===== src/rtl/hilo_unit.sv =====
// hilo_unit: HI/LO architectural register pair with an iterative divider.
//
// Holds the HI/LO registers written from WB. Runs DIV/DIVU as a restoring
// divider, one quotient bit per cycle, and writes HI=remainder,
// LO=quotient when the divide finishes.
//
// Optional feature macro: HILO_FWD_EN
//   defined   - hi_o/lo_o forward, per half: MEM pending > WB write >
//               divider FIN result > stored register.
//   undefined - hi_o/lo_o show the stored registers only.
//
// Ports
//   clk_i          clock, rising edge
//   rst_n_i        asynchronous active-low reset
//   wb_we_i        WB write enables {hi, lo}
//   wb_wdata_i     WB write data {hi, lo}
//   mem_we_i       MEM-stage pending write enables {hi, lo} (forwarding only)
//   mem_wdata_i    MEM-stage pending data {hi, lo}
//   div_start_i    start a divide (sampled in IDLE only)
//   div_signed_i   1 = DIV, 0 = DIVU
//   div_dividend_i dividend, captured at start
//   div_divisor_i  divisor, captured at start
//   div_annul_i    abort the divide in progress
//   div_busy_o     divider not IDLE
//   div_done_o     one-cycle pulse in FIN when the result is written
//   hi_o, lo_o     HI/LO operands to the ALU
//
// State  | meaning
// -------+-------------------------------------------------------------
// S_IDLE | no divide running; accepts div_start_i
// S_CALC | one restoring-division step per cycle, DATA_W steps total
// S_FIN  | sign fix-up; HI/LO written at the exit edge unless annulled

module hilo_unit #(
   parameter int DATA_W = 32,
   parameter int CNT_W  = 6
) (
   input  logic                  clk_i,
   input  logic                  rst_n_i,
   input  logic [1:0]            wb_we_i,
   input  logic [2*DATA_W-1:0]   wb_wdata_i,
   input  logic [1:0]            mem_we_i,
   input  logic [2*DATA_W-1:0]   mem_wdata_i,
   input  logic                  div_start_i,
   input  logic                  div_signed_i,
   input  logic [DATA_W-1:0]     div_dividend_i,
   input  logic [DATA_W-1:0]     div_divisor_i,
   input  logic                  div_annul_i,
   output logic                  div_busy_o,
   output logic                  div_done_o,
   output logic [DATA_W-1:0]     hi_o,
   output logic [DATA_W-1:0]     lo_o
);

   typedef enum logic [1:0] {S_IDLE, S_CALC, S_FIN} state_t;

   state_t              state_q, state_d;
   logic                start_ok;
   logic [CNT_W-1:0]    cnt_q;
   logic [DATA_W-1:0]   rem_q, quo_q, dvs_q;
   logic                sgn_a_q, sgn_b_q, signed_q, dz_q;
   logic [DATA_W-1:0]   hi_q, lo_q;

   logic                a_neg, b_neg, div_zero;
   logic [DATA_W-1:0]   a_abs, b_abs;
   logic [DATA_W:0]     shifted, trial;
   logic                ge;
   logic [DATA_W-1:0]   q_fix, r_fix;
   logic                div_wr;

   // ---------------- FSM ----------------
   always_ff @(posedge clk_i or negedge rst_n_i) begin
      if (!rst_n_i) state_q <= S_IDLE;
      else          state_q <= state_d;
   end

   always_comb begin
      state_d    = state_q;
      start_ok   = 1'b0;
      div_busy_o = (state_q != S_IDLE);
      div_done_o = 1'b0;
      case (state_q)
         S_IDLE: begin
            if (div_start_i) begin
               start_ok = 1'b1;
               state_d  = div_zero ? S_FIN : S_CALC;
            end
         end
         S_CALC: begin
            if (div_annul_i)     state_d = S_IDLE;
            else if (cnt_q == '0) state_d = S_FIN;
         end
         S_FIN: begin
            state_d    = S_IDLE;
            div_done_o = !div_annul_i;
         end
         default: state_d = S_IDLE;
      endcase
   end

   // ---------------- operand capture ----------------
   assign div_zero = (div_divisor_i == '0);
   assign a_neg    = div_signed_i & div_dividend_i[DATA_W-1];
   assign b_neg    = div_signed_i & div_divisor_i[DATA_W-1];
   assign a_abs    = a_neg ? -div_dividend_i : div_dividend_i;
   assign b_abs    = b_neg ? -div_divisor_i  : div_divisor_i;

   // quo_q starts as the dividend and shifts out MSB-first while quotient
   // bits shift in at the bottom; rem_q < dvs_q always, so the 33-bit
   // shifted value never needs more than one subtract.
   assign shifted = {rem_q, quo_q[DATA_W-1]};
   assign ge      = (shifted >= {1'b0, dvs_q});
   assign trial   = shifted - {1'b0, dvs_q};

   always_ff @(posedge clk_i or negedge rst_n_i) begin
      if (!rst_n_i) begin
         cnt_q    <= '0;
         rem_q    <= '0;
         quo_q    <= '0;
         dvs_q    <= '0;
         sgn_a_q  <= 1'b0;
         sgn_b_q  <= 1'b0;
         signed_q <= 1'b0;
         dz_q     <= 1'b0;
      end else if (start_ok) begin
         cnt_q    <= CNT_W'(DATA_W-1);
         dvs_q    <= b_abs;
         sgn_a_q  <= a_neg;
         sgn_b_q  <= b_neg;
         signed_q <= div_signed_i;
         dz_q     <= div_zero;
         // Divide by zero skips CALC: preload the architectural result.
         rem_q    <= div_zero ? a_abs : '0;
         quo_q    <= div_zero ? '1    : a_abs;
      end else if (state_q == S_CALC && !div_annul_i) begin
         rem_q <= ge ? trial[DATA_W-1:0] : shifted[DATA_W-1:0];
         quo_q <= {quo_q[DATA_W-2:0], ge};
         if (cnt_q != '0) cnt_q <= cnt_q - 1'b1;
      end
   end

   // ---------------- FIN sign fix-up ----------------
   assign q_fix  = (signed_q & (sgn_a_q ^ sgn_b_q) & !dz_q) ? -quo_q : quo_q;
   assign r_fix  = (signed_q & sgn_a_q) ? -rem_q : rem_q;
   assign div_wr = div_done_o;

   // ---------------- HI/LO registers ----------------
   // WB is the younger instruction, so it wins per half over the divider.
   always_ff @(posedge clk_i or negedge rst_n_i) begin
      if (!rst_n_i) begin
         hi_q <= '0;
         lo_q <= '0;
      end else begin
         if (wb_we_i[1])  hi_q <= wb_wdata_i[2*DATA_W-1:DATA_W];
         else if (div_wr) hi_q <= r_fix;
         if (wb_we_i[0])  lo_q <= wb_wdata_i[DATA_W-1:0];
         else if (div_wr) lo_q <= q_fix;
      end
   end

   // ---------------- operand outputs ----------------
`ifdef HILO_FWD_EN
   logic unused_bits;
   assign unused_bits = trial[DATA_W];

   always_comb begin
      if (mem_we_i[1])     hi_o = mem_wdata_i[2*DATA_W-1:DATA_W];
      else if (wb_we_i[1]) hi_o = wb_wdata_i[2*DATA_W-1:DATA_W];
      else if (div_wr)     hi_o = r_fix;
      else                 hi_o = hi_q;
      if (mem_we_i[0])     lo_o = mem_wdata_i[DATA_W-1:0];
      else if (wb_we_i[0]) lo_o = wb_wdata_i[DATA_W-1:0];
      else if (div_wr)     lo_o = q_fix;
      else                 lo_o = lo_q;
   end
`else
   logic unused_bits;
   assign unused_bits = ^{trial[DATA_W], mem_we_i, mem_wdata_i};

   assign hi_o = hi_q;
   assign lo_o = lo_q;
`endif

endmodule

===== config.mk =====
export PLATFORM = sky130hd
export DESIGN_NAME = hilo_unit
export DESIGN_NICKNAME = d
export VERILOG_FILES = /design/src/rtl/hilo_unit.sv
export SDC_FILE = /design/constraint.sdc
export NUM_CORES = 1
export LEC_CHECK = 0
export ABC_AREA = 1
export CAP_MARGIN = 10
export CORE_MARGIN = 8
export CORE_UTILIZATION = 39
export DETAILED_ROUTE_END_ITERATION = 8
export GPL_ROUTABILITY_DRIVEN = 0
export GPL_TIMING_DRIVEN = 0
export PLACE_DENSITY = 0.61
export SLEW_MARGIN = 20
export SYNTH_ARGS = -nofsm -noshare
export SYNTH_HDL_FRONTEND = slang
export SYNTH_SLANG_ARGS = --single-unit

===== constraint.sdc =====
create_clock -name clk_i -period 6.47 [get_ports clk_i]
set_input_delay 0.647 -clock clk_i [delete_from_list [all_inputs] [get_ports clk_i]]
set_output_delay 0.647 -clock clk_i [all_outputs]
set_load 0.02 [all_outputs]

==> qor.txt <==
pre-CTS setup slack: 3310 ps
Seq/Total Area, Yosys: 30.1%
Initial Util: 39.4%
FF-to-FF End: rem_q[30]
area delta synth->final: 22.6%
Root Driver: clkbuf_16
design area: 17500 um^2
Post-synth EDFFs: 0
placed cell areas: 16900 um^2
residual DRC count: 0
Final Power: 0.00811 W
Critical Path AT: 2400 ps
Pre-Repair DR Iteration Count: 6
post-synth cell types: 56
post-CTS setup buffers: 0
ANT nets after route: 0
Seq cells post-synth: 172
worst skew pair latency: 470 ps
mapped cell area: 14300 um^2
RSZ-0062 raised after global routing: no
antenna diode count: 0
# setup viols final: 0
maximum root-to-sink buffer count: 2
worst r2r src: quo_q[31]
TritonCTS clock tree: done
CP Class: in -> out
YS warnings: 0
outcome: finished clean
max-slew headroom at the worst pin: 45.3%
crit path max fanout: 3
# hold bufs at CTS: 0
fin util: 48.3%
PD cells: 462 nW/um^2
dpl hpwl: 44.2 mm
Detailed Route Iter0 Violations: 1427
total grt overflow: 0
crit path capture type: primary output
Hold Slack: 146 ps
Final WS setup: 3420 ps
Worst-path clk slew: 70 ps
Leak Pwr: 8.47 nW
die area: 43100 um^2
Worst Max-Slew Pin Slew: 814 ps
Core ar.: 36300 um^2
Async SR Flop Fraction: 100%
dominant cell type by area after synthesis: dfrtp_1
reg2reg setup slack: 3670 ps
Fmax achieved: 328 MHz
Max Slew Vio Count: 0
Via Count: 15384
top-area cell type share of the netlist area: 30.1%
DRT Wirelength: 53.0 mm
clk_skew: 15.7 ps
clk sinks: 172
reg2reg path depth: 16
Die Span Y: 208 um
worst min path class: in -> async
crit share post-route: 47.1%
nets: 2675
via-per-instance ratio: 5.28
syn avg cell area: 6.46 um^2
Post-Syn Nets: 2457
final hold vios: 0
Min Clock Period, post-route: 3050 ps
Resized cells post-CTS: 0
peak supply drop: 0.269 mV
Worst EP required: 5820 ps
CTS Buf Count: 17
crit start category: input port
share of cells above drive strength 1: 8.13%
Syn Inst Count: 2217
max_cap viols: 0
top_reg_cell synth: dfrtp_1
H-tree levels: 4
FP Rows: 70
largest net degree at the start of global routing: 92
I/O Buffers: 198
initial antenna violation count: 0
die span in x: 208 um
total track usage: 24.0%
main area contributors after synthesis: dfrtp_1 30%, nand2_1 16%, inv_1 7.8%
number of global-route vias before repair: 14522
detailed-route wire length per cell: 18.2 um
count leader, synth: nand2_1
number of fill cells: 3790
synth cell count leaders: 628 x nand2_1, 298 x inv_1, 211 x nor2_1
num ports: 267
global-route wire length before repair: 82.2 mm
==> sequential cells by signal, indices dropped and copies added, names as in the netlist <==
signal / flops
lo_o: 32
cnt_q: 6
hi_o: 32
quo_q: 32
rem_q: 32
dz_q: 1
sgn_b_q: 1
signed_q: 1
dvs_q: 32
sgn_a_q: 1
state_q: 2
==> worst max-delay path by stage <==
stage | start | to | slack, ps | cells after the start
floorplan | div_divisor_i[0] | dvs_q[30] | 4360 | 11
global placement | rst_n_i | dvs_q[29] | -2620 | 1
detailed placement | div_annul_i | lo_o[27] | 3310 | 7
CTS | div_annul_i | div_done_o | 3450 | 3
global route | div_annul_i | div_done_o | 3440 | 3
finish | div_annul_i | div_done_o | 3420 | 3
==> metrics by stage <==
step           std cells  TNS [ps]
4_1_cts             2916         0
3_3_place_gp        2883   -446390
3_5_place_dp        2884         0
6_report            2916         0
5_1_grt             2916         0
2_1_floorplan       2217         0
==> routing by layer <==
layer / vias up / part of all wire [%] / GRT usage [%]
met1: 7109 / 47 / 34.2
li1: 7582 / - / -
met3: 73 / 7.3 / 3.67
met4: 0 / 2.8 / 8.28
met2: 620 / 43 / 36.4
met5: - / 0 / 0
==> worst max-delay path, cell delays in order <==
cell and delay (ps):
clkdlybuf4s50_1 500, nor3_2 530, clkdlybuf4s50_1 720
==> final cells by class <==
class / instances / area [um^2] / area share (%)
Multi-Input combinational cell: 1639 / 8380 / 47.8
Sequential cell: 172 / 4300 / 24.5
Timing Repair Buffer: 199 / 2010 / 11.5
Inverter: 333 / 1250 / 7.15
Tap cell: 468 / 586 / 3.34
Clock buffer: 19 / 453 / 2.58
Buffer: 73 / 377 / 2.15
Clock inverter: 13 / 178 / 1.01
==> placed cells by master (no fill, tap or decap), types with 5 or more instances in the layout <==
cell type	instances
nor3_1	25
nand2_1	628
a21oi_1	106
nor2_1	211
inv_2	31
nor2_4	9
buf_2	25
nor4_1	6
clkdlybuf4s50_1	197
o221ai_1	11
xnor2_1	22
buf_4	6
clkbuf_1	34
inv_1	298
xor2_1	49
inv_6	6
o311ai_1	7
clkbuf_16	17
o22ai_1	11
a21oi_2	11
o21ai_1	25
nand3b_1	7
nand4_1	38
o211ai_1	28
buf_6	5
o21bai_1	5
o21ai_0	97
nand3_2	12
or2_2	6
ha_1	38
nor2_2	22
a22o_1	11
nand3_1	199
nand2_2	20
dfrtp_1	172
==> kinds of logic after synthesis <==
group           count (synthesis)  share of synthesized area [%]
simple gates                 1202                           37.3
xor+xnor                       71                           4.34
flops                         172                           30.1
buf+inv                       406                           11.4
fa+ha+maj                      39                           3.46
compound gates                327                           13.5
==> report_power, final <==
part           leakage (nW)  internal [W]  switching (W)
clock                 0.304      0.000638       0.000481
combinational          6.11       0.00174        0.00331
sequential             2.06       0.00145       0.000492
total                  8.47       0.00382        0.00429
No activity file was read; power rests on OpenSTA's default activity.
